$ cat config.mk
export PLATFORM = sky130hd
export DESIGN_NAME = rv_plic_gateway
export DESIGN_NICKNAME = d
export VERILOG_FILES = /design/src/rtl/rv_plic_gw_pkg.sv /design/src/rtl/rv_plic_gw_src.sv /design/src/rtl/rv_plic_gateway.sv
export SDC_FILE = /design/constraint.sdc
export NUM_CORES = 1
export LEC_CHECK = 0
export CAP_MARGIN = 10
export CORE_UTILIZATION = 30
export DETAILED_ROUTE_END_ITERATION = 12
export GPL_ROUTABILITY_DRIVEN = 0
export HOLD_SLACK_MARGIN = 0.03
export PLACE_DENSITY = 0.53
export SYNTH_ARGS = -nofsm -noshare
export SYNTH_HDL_FRONTEND = slang
export SYNTH_SLANG_ARGS = --single-unit
$ cat constraint.sdc
create_clock -name clk_i -period 11.8 [get_ports clk_i]
set_input_delay 2.36 -clock clk_i [delete_from_list [all_inputs] [get_ports clk_i]]
set_output_delay 2.36 -clock clk_i [all_outputs]
set_load 0.005 [all_outputs]
$ cat src/rtl/rv_plic_gw_pkg.sv
// Shared types for the PLIC interrupt gateway: per-source state encoding and defaults.
package rv_plic_gw_pkg;

    typedef enum logic [1:0] {
        IDLE   = 2'b00,
        PEND   = 2'b01,
        ACTIVE = 2'b10
    } gw_state_e;

    localparam int unsigned CntWDefault = 2;

endpackage

$ cat src/rtl/rv_plic_gw_src.sv
// One gateway source: edge detect, IDLE/PEND/ACTIVE sequencing, queued-edge counter, sticky overflow.
module rv_plic_gw_src
    import rv_plic_gw_pkg::*;
#(
    parameter int unsigned CntW = CntWDefault
) (
    input  logic clk_i,
    input  logic rst_i,
    input  logic src_i,
    input  logic le_i,
    input  logic claim_i,
    input  logic complete_i,
    input  logic ovf_clr_i,
    output logic ip_o,
    output logic active_o,
    output logic ovf_o
);

    localparam logic [CntW-1:0] CntMax = '1;

    gw_state_e       state, state_d;
    logic [CntW-1:0] cnt, cnt_d;
    logic            src_q;
    logic            ovf_d;
    logic            edge_det;
    logic            bump;

    assign edge_det = src_i & ~src_q;

    always_comb begin
        state_d = state;
        cnt_d   = cnt;
        ovf_d   = ovf_o & ~ovf_clr_i;
        bump    = 1'b0;
        case (state)
            IDLE: begin
                if (le_i) begin
                    if (edge_det || cnt != '0) state_d = PEND;
                    // A fresh edge is consumed directly; the queue only drains when no edge arrived.
                    if (!edge_det && cnt != '0) cnt_d = cnt - 1'b1;
                end else if (src_i) begin
                    state_d = PEND;
                end
            end
            PEND: begin
                if (claim_i) state_d = ACTIVE;
                bump = le_i & edge_det;
            end
            ACTIVE: begin
                if (complete_i) state_d = IDLE;
                bump = le_i & edge_det;
            end
            default: state_d = IDLE;
        endcase
        // Set beats clear: ovf_d already has the clear folded in.
        if (bump) begin
            if (cnt != CntMax) cnt_d = cnt + 1'b1;
            else               ovf_d = 1'b1;
        end
        if (!le_i) cnt_d = '0;
    end

    always_ff @(posedge clk_i or posedge rst_i) begin
        if (rst_i) begin
            state    <= IDLE;
            cnt      <= '0;
            src_q    <= 1'b0;
            ip_o     <= 1'b0;
            active_o <= 1'b0;
            ovf_o    <= 1'b0;
        end else begin
            state    <= state_d;
            cnt      <= cnt_d;
            src_q    <= src_i;
            ip_o     <= (state_d == PEND);
            active_o <= (state_d == ACTIVE);
            ovf_o    <= ovf_d;
        end
    end

endmodule

$ cat src/rtl/rv_plic_gateway.sv
// PLIC gateway bank: one independent rv_plic_gw_src per interrupt source.
module rv_plic_gateway
    import rv_plic_gw_pkg::*;
#(
    parameter int unsigned NumSrc = 32,
    parameter int unsigned CntW   = CntWDefault
) (
    input  logic              clk_i,
    input  logic              rst_i,
    input  logic [NumSrc-1:0] src_i,
    input  logic [NumSrc-1:0] le_i,
    input  logic [NumSrc-1:0] claim_i,
    input  logic [NumSrc-1:0] complete_i,
    input  logic [NumSrc-1:0] ovf_clr_i,
    output logic [NumSrc-1:0] ip_o,
    output logic [NumSrc-1:0] active_o,
    output logic [NumSrc-1:0] ovf_o
);

    for (genvar i = 0; i < NumSrc; i++) begin : g_src
        rv_plic_gw_src #(
            .CntW(CntW)
        ) u_src (
            .clk_i     (clk_i),
            .rst_i     (rst_i),
            .src_i     (src_i[i]),
            .le_i      (le_i[i]),
            .claim_i   (claim_i[i]),
            .complete_i(complete_i[i]),
            .ovf_clr_i (ovf_clr_i[i]),
            .ip_o      (ip_o[i]),
            .active_o  (active_o[i]),
            .ovf_o     (ovf_o[i])
        );
    end

endmodule
Word-level counts from Yosys, hierarchy flattened
Index checks and enable logic that the tools add are counted.

word-level totals
  register bits = 256
  output and inout bits = 96
  word-level logic and storage cells = 1216

cells by class
  add/subtract/negate cells = 64
  equal/unequal tests = 160
  mux-type cells = 448
  bitwise operators = 160
  reductions and logical operators = 192

operators by type and width
  cell                   count
  $mux W2                320
  $pmux W2 S3            32
  $eq A2 B1 Y1 const B   64
  $eq A2 B2 Y1 const B   64
  $and A1 B1 Y1          96
  $mux W1                96
  $add A2 B1 Y2 const B  32
  $logic_not A2 Y1       32
  $ne A2 B2 Y1 const B   32
  $not A1 Y1             64
  $reduce_bool A2 Y1     32
  $reduce_or A2 Y1       32
  $sub A2 B1 Y2 const B  32
  $logic_and A1 B1 Y1    32
  $logic_not A1 Y1       32
  $logic_or A1 B1 Y1     32

Longest topological paths before layout
  depth in word-level cells = 9
  depth in mapped cells = 6
  mapped depth without buffers = 6

Hierarchy
Synthesis repeated with hierarchy kept, for this count alone.

unflattened totals
  cell total of the unflattened synthesis = 1472
  area, all modules = 14934.3 sq um

modules (own cells, without submodules)
  module          times used  cells an instance  area an instance (sq um)  sequential area each (sq um)
  rv_plic_gw_src  32          46                 466.7                     200.2

Least setup slack after synthesis
OpenSTA, ideal clock, no wires.

  kind = input -> register
  start point = input le_i[0]
  end point = register g_src[0].u_src.ip_o
  library setup time = 0.127 ns
  arrival time = 3.020 ns
  required time = 11.673 ns
  setup slack = 8.653 ns
  stages = 4
  path through = nand2_1 > a22o_1 > o32a_1 > nor3b_1

on the way
  longest elaborated chain between the ends = 3

RTL lines
  item                  line                   RTL
  start, declared       rv_plic_gateway.sv:11  input logic [NumSrc-1:0] le_i,
  $mux W2               rv_plic_gw_src.sv:37   if (le_i) begin
  $pmux W2 S3           rv_plic_gw_src.sv:35   case (state)
  $eq A2 B1 Y1          rv_plic_gw_src.sv:75   ip_o <= (state_d == PEND);
  end signal, assigned  rv_plic_gw_src.sv:75
  end, declared         rv_plic_gw_src.sv:14   output logic ip_o,

No other way between the ends.

==> results.yml <==
clock_tree:
  cts_setup_buffers: 0
  cts_max_level: 2
  clock_path_buffers: 3
  post_cts_resized: 0
  cts_sinks: 256
  hold_buffers: 0
  cts_buffers: 36
  clock_latency_ns: 0.53
  cts_tree: "yes"
  cts.reportedPaths.clkPinSlew_ns: 0.06
  root_buffer: "clkbuf_16"
worst_hold_path:
  holdCritPathClass: "flop to flop"
  min_from: "g_src[5].u_src.ovf_o$_DFF_PP0_"
  worstHoldPathCells: 2
  worstHoldEndpoint: "g_src[5].u_src.ovf_o$_DFF_PP0_"
critical_path:
  path_class: "primary input to asynchronous set/reset pin"
  crit_arrival_ns: 4.53
  start_kind: "primary input"
  worstSetupEndpointType: "asynchronous set/reset pin"
  worstPathMaxFanout: 117
  r2r-start: "g_src[17].u_src.cnt[0]$_DFF_PP0_"
  required_ns: 12.31
  reg2reg_setup_slack_ns: 10.19
  reg2reg_depth: 6
  r2r_end: "g_src[17].u_src.ip_o$_DFF_PP0_"
timing:
  final.setup.tns_ns: 0
  skew_ns: 0.0156
  fmax_mhz: 249
  hold_viol: 0
  slew_headroom_pct: 35.7
  rsz0062_at_grt: "false"
  slew_violations: 0
  finalCritPeriodShare_pct: 34.0
  setup_ws_ns: 7.78
  post-route-min-period_ns: 4.02
  max_slew.worst_pin.slew_ns: 0.965
  setup_viol: 0
floorplan:
  die_h_um: 230
  die_x_um: 230
  start_util_pct: 30.3
  ios: 258
  die_area_um2: 52700
  rows: 83
  core_um2: 51200
global_routing:
  overflow: 0
  grt_pass1_vias: 11300
  grt_util_all_layers_pct: 12.4
  grt_pass1_wl_um: 53800
  grt_max_degree: 118
  antenna_found_initial: 4
  use_met3_pct: 3.54
  top_usage_layer: "met2"
  use_met1_pct: 14.5
  grt_use_met2_pct: 21.5
routing:
  drcViolationCount: 0
  drtAntennaViolNets: 0
  wl_um: 32800
  drt_first_pass_iters: 4
  routed_via_density: 4.53
  routedWlPerCell_um: 13.3
  drt_iter0_markers: 318
  vias: 11100
yosys:
  yosys.area.top_type: "dfrtp_1"
  synth-seq-cells: 256
  yosysWarnings: 0
  synth_top_family_by_area: "simple AND/OR/NAND/NOR gates"
  syn_nets: 1904
  async_flop_share_pct: 100
  syn_area_um2: 15500
  synthSimpleGateAreaFrac_pct: 16.2
  netlist.area_leader.share_pct: 41.2
  synthAdderAreaFrac_pct: 15.5
  netlist_instances: 1550
  yosysSeqAreaShare_pct: 41.2
  synth_xor_area_share_pct: 1.80
  synthDistinctLibCells: 30
  synth_edf_count: 0
  ys_top_cells_by_area: "dfrtp_1 (41%), ha_1 (15%), inv_1 (5.4%)"
  muxShareOfSynthArea_pct: 1.74
  yosysMostFrequentCell: "dfrtp_1"
  synth.avg_cell_area_um2: 10.0
  ys.flop_type: "dfrtp_1"
  synth_compound_area_share_pct: 13.4
  synthTopCellsByCount: "dfrtp_1 (256), inv_1 (225), ha_1 (192)"
final_layout:
  finalNetCount: 2105
  diodes: 0
  drive_gt1_share_pct: 6.30
  fillers: 5067
  syn2layout_area_growth_pct: 25.9
place:
  post-place-ws_ns: 7.12
  hpwl_um: 24600
  io_buffers: 257
pwr:
  total_leakage_power_nw: 8.76
  vdd_drop_max_uv: 133
  power_density_nw_per_um2: 219
outcome:
  outcome: "complete, no violations"
flow_run:
  cap_violations: 0
[state kept, by name, summed over array words and instances (netlist names)]
register / cells
g_src.u_src.cnt: 64
g_src.u_src.state: 64
g_src.u_src.active_o: 32
g_src.u_src.ip_o: 32
g_src.u_src.ovf_o: 32
g_src.u_src.src_q: 32
[per-stage QoR]
stage / area [um2] / power (mW) / cells / utilization [%] / hold slack, ns
after floorplan: 15500 / 2.70 / 1550 / - / 0.514
after global placement: 18300 / 3.07 / 2393 / 35.7 / 0.527
after detailed placement: 18300 / 3.14 / 2393 / 35.7 / 0.529
after CTS: 19600 / 4.37 / 2459 / 38.2 / 0.538
after global routing: 19600 / 4.66 / 2459 / 38.2 / 0.553
final: 19600 / 4.29 / 2459 / 38.2 / 0.534
[placed cells by master (no fill, tap or decap), drive strengths merged]
cell type and n:
o2bb2ai 23, a21oi 41, nand3b 19, buf 2
clkinvlp 1, mux2i 27, o32ai 27, a2bb2oi 4
bufinv 7, and2 32, nor2 109, o32a 23
a31o 27, a22o 24, xnor2 32, o21a 9
dfrtp 256, o22a 9, clkbuf 45, a21bo 4
clkinv 10, inv 228, nand2b 17, o21ai 37
nand4b 13, o31a 5, nor2b 92, nor3b 66
ha 192, a31oi 4, nand2 56, clkdlybuf4s50 257
nor3 35, o22ai 46
[power by group]
| group | switching, mW | internal (mW) |
|---|---|---|
| registers | 0.189 | 1.15 |
| logic | 0.859 | 0.906 |
| clock network | 0.421 | 0.761 |
| total | 1.47 | 2.82 |
[how the worst max path moves through the flow]
stage | end | start | cells after the start
2_1_floorplan | g_src[0].u_src.active_o$_DFF_PP0_ | rst_i | 1
3_3_place_gp | g_src[30].u_src.state[1]$_DFF_PP0_ | rst_i | 3
3_5_place_dp | g_src[30].u_src.state[1]$_DFF_PP0_ | rst_i | 3
4_1_cts | g_src[30].u_src.cnt[0]$_DFF_PP0_ | rst_i | 3
5_1_grt | g_src[30].u_src.cnt[0]$_DFF_PP0_ | rst_i | 3
6_report | g_src[30].u_src.cnt[0]$_DFF_PP0_ | rst_i | 3
[layer usage]
layer / part of all wire (%) / routed length, um
met4: 2.5 / 835
met5: 0.16 / 54
met1: 43 / 14100
met3: 6.2 / 2040
met2: 48 / 15800
[cell type report]
type	instances	area, um2	area share (%)
Multi-Input combinational cell	973	7560	38.7
Sequential cell	256	6410	32.8
Timing Repair Buffer	259	2590	13.2
Clock buffer	45	1010	5.14
Inverter	225	852	4.36
Tap cell	680	851	4.35
Clock inverter	21	297	1.52
[logic make-up (layout without fill, tap and decap cells)]
| family | after synthesis | count (layout) |
|---|---|---|
| compound gates | 283 | 283 |
| fa+ha+maj | 192 | 192 |
| simple gates | 439 | 439 |
| flops | 256 | 256 |
| mux | 27 | 27 |
| buf+inv | 321 | 550 |
| xor+xnor | 32 | 32 |
[worst max-delay path, stage by stage]
cell,delay (ns)
clkdlybuf4s50_1,0.50
inv_8,0.56
buf_4,0.84
Note: power is estimated with default switching activity, not from simulation.
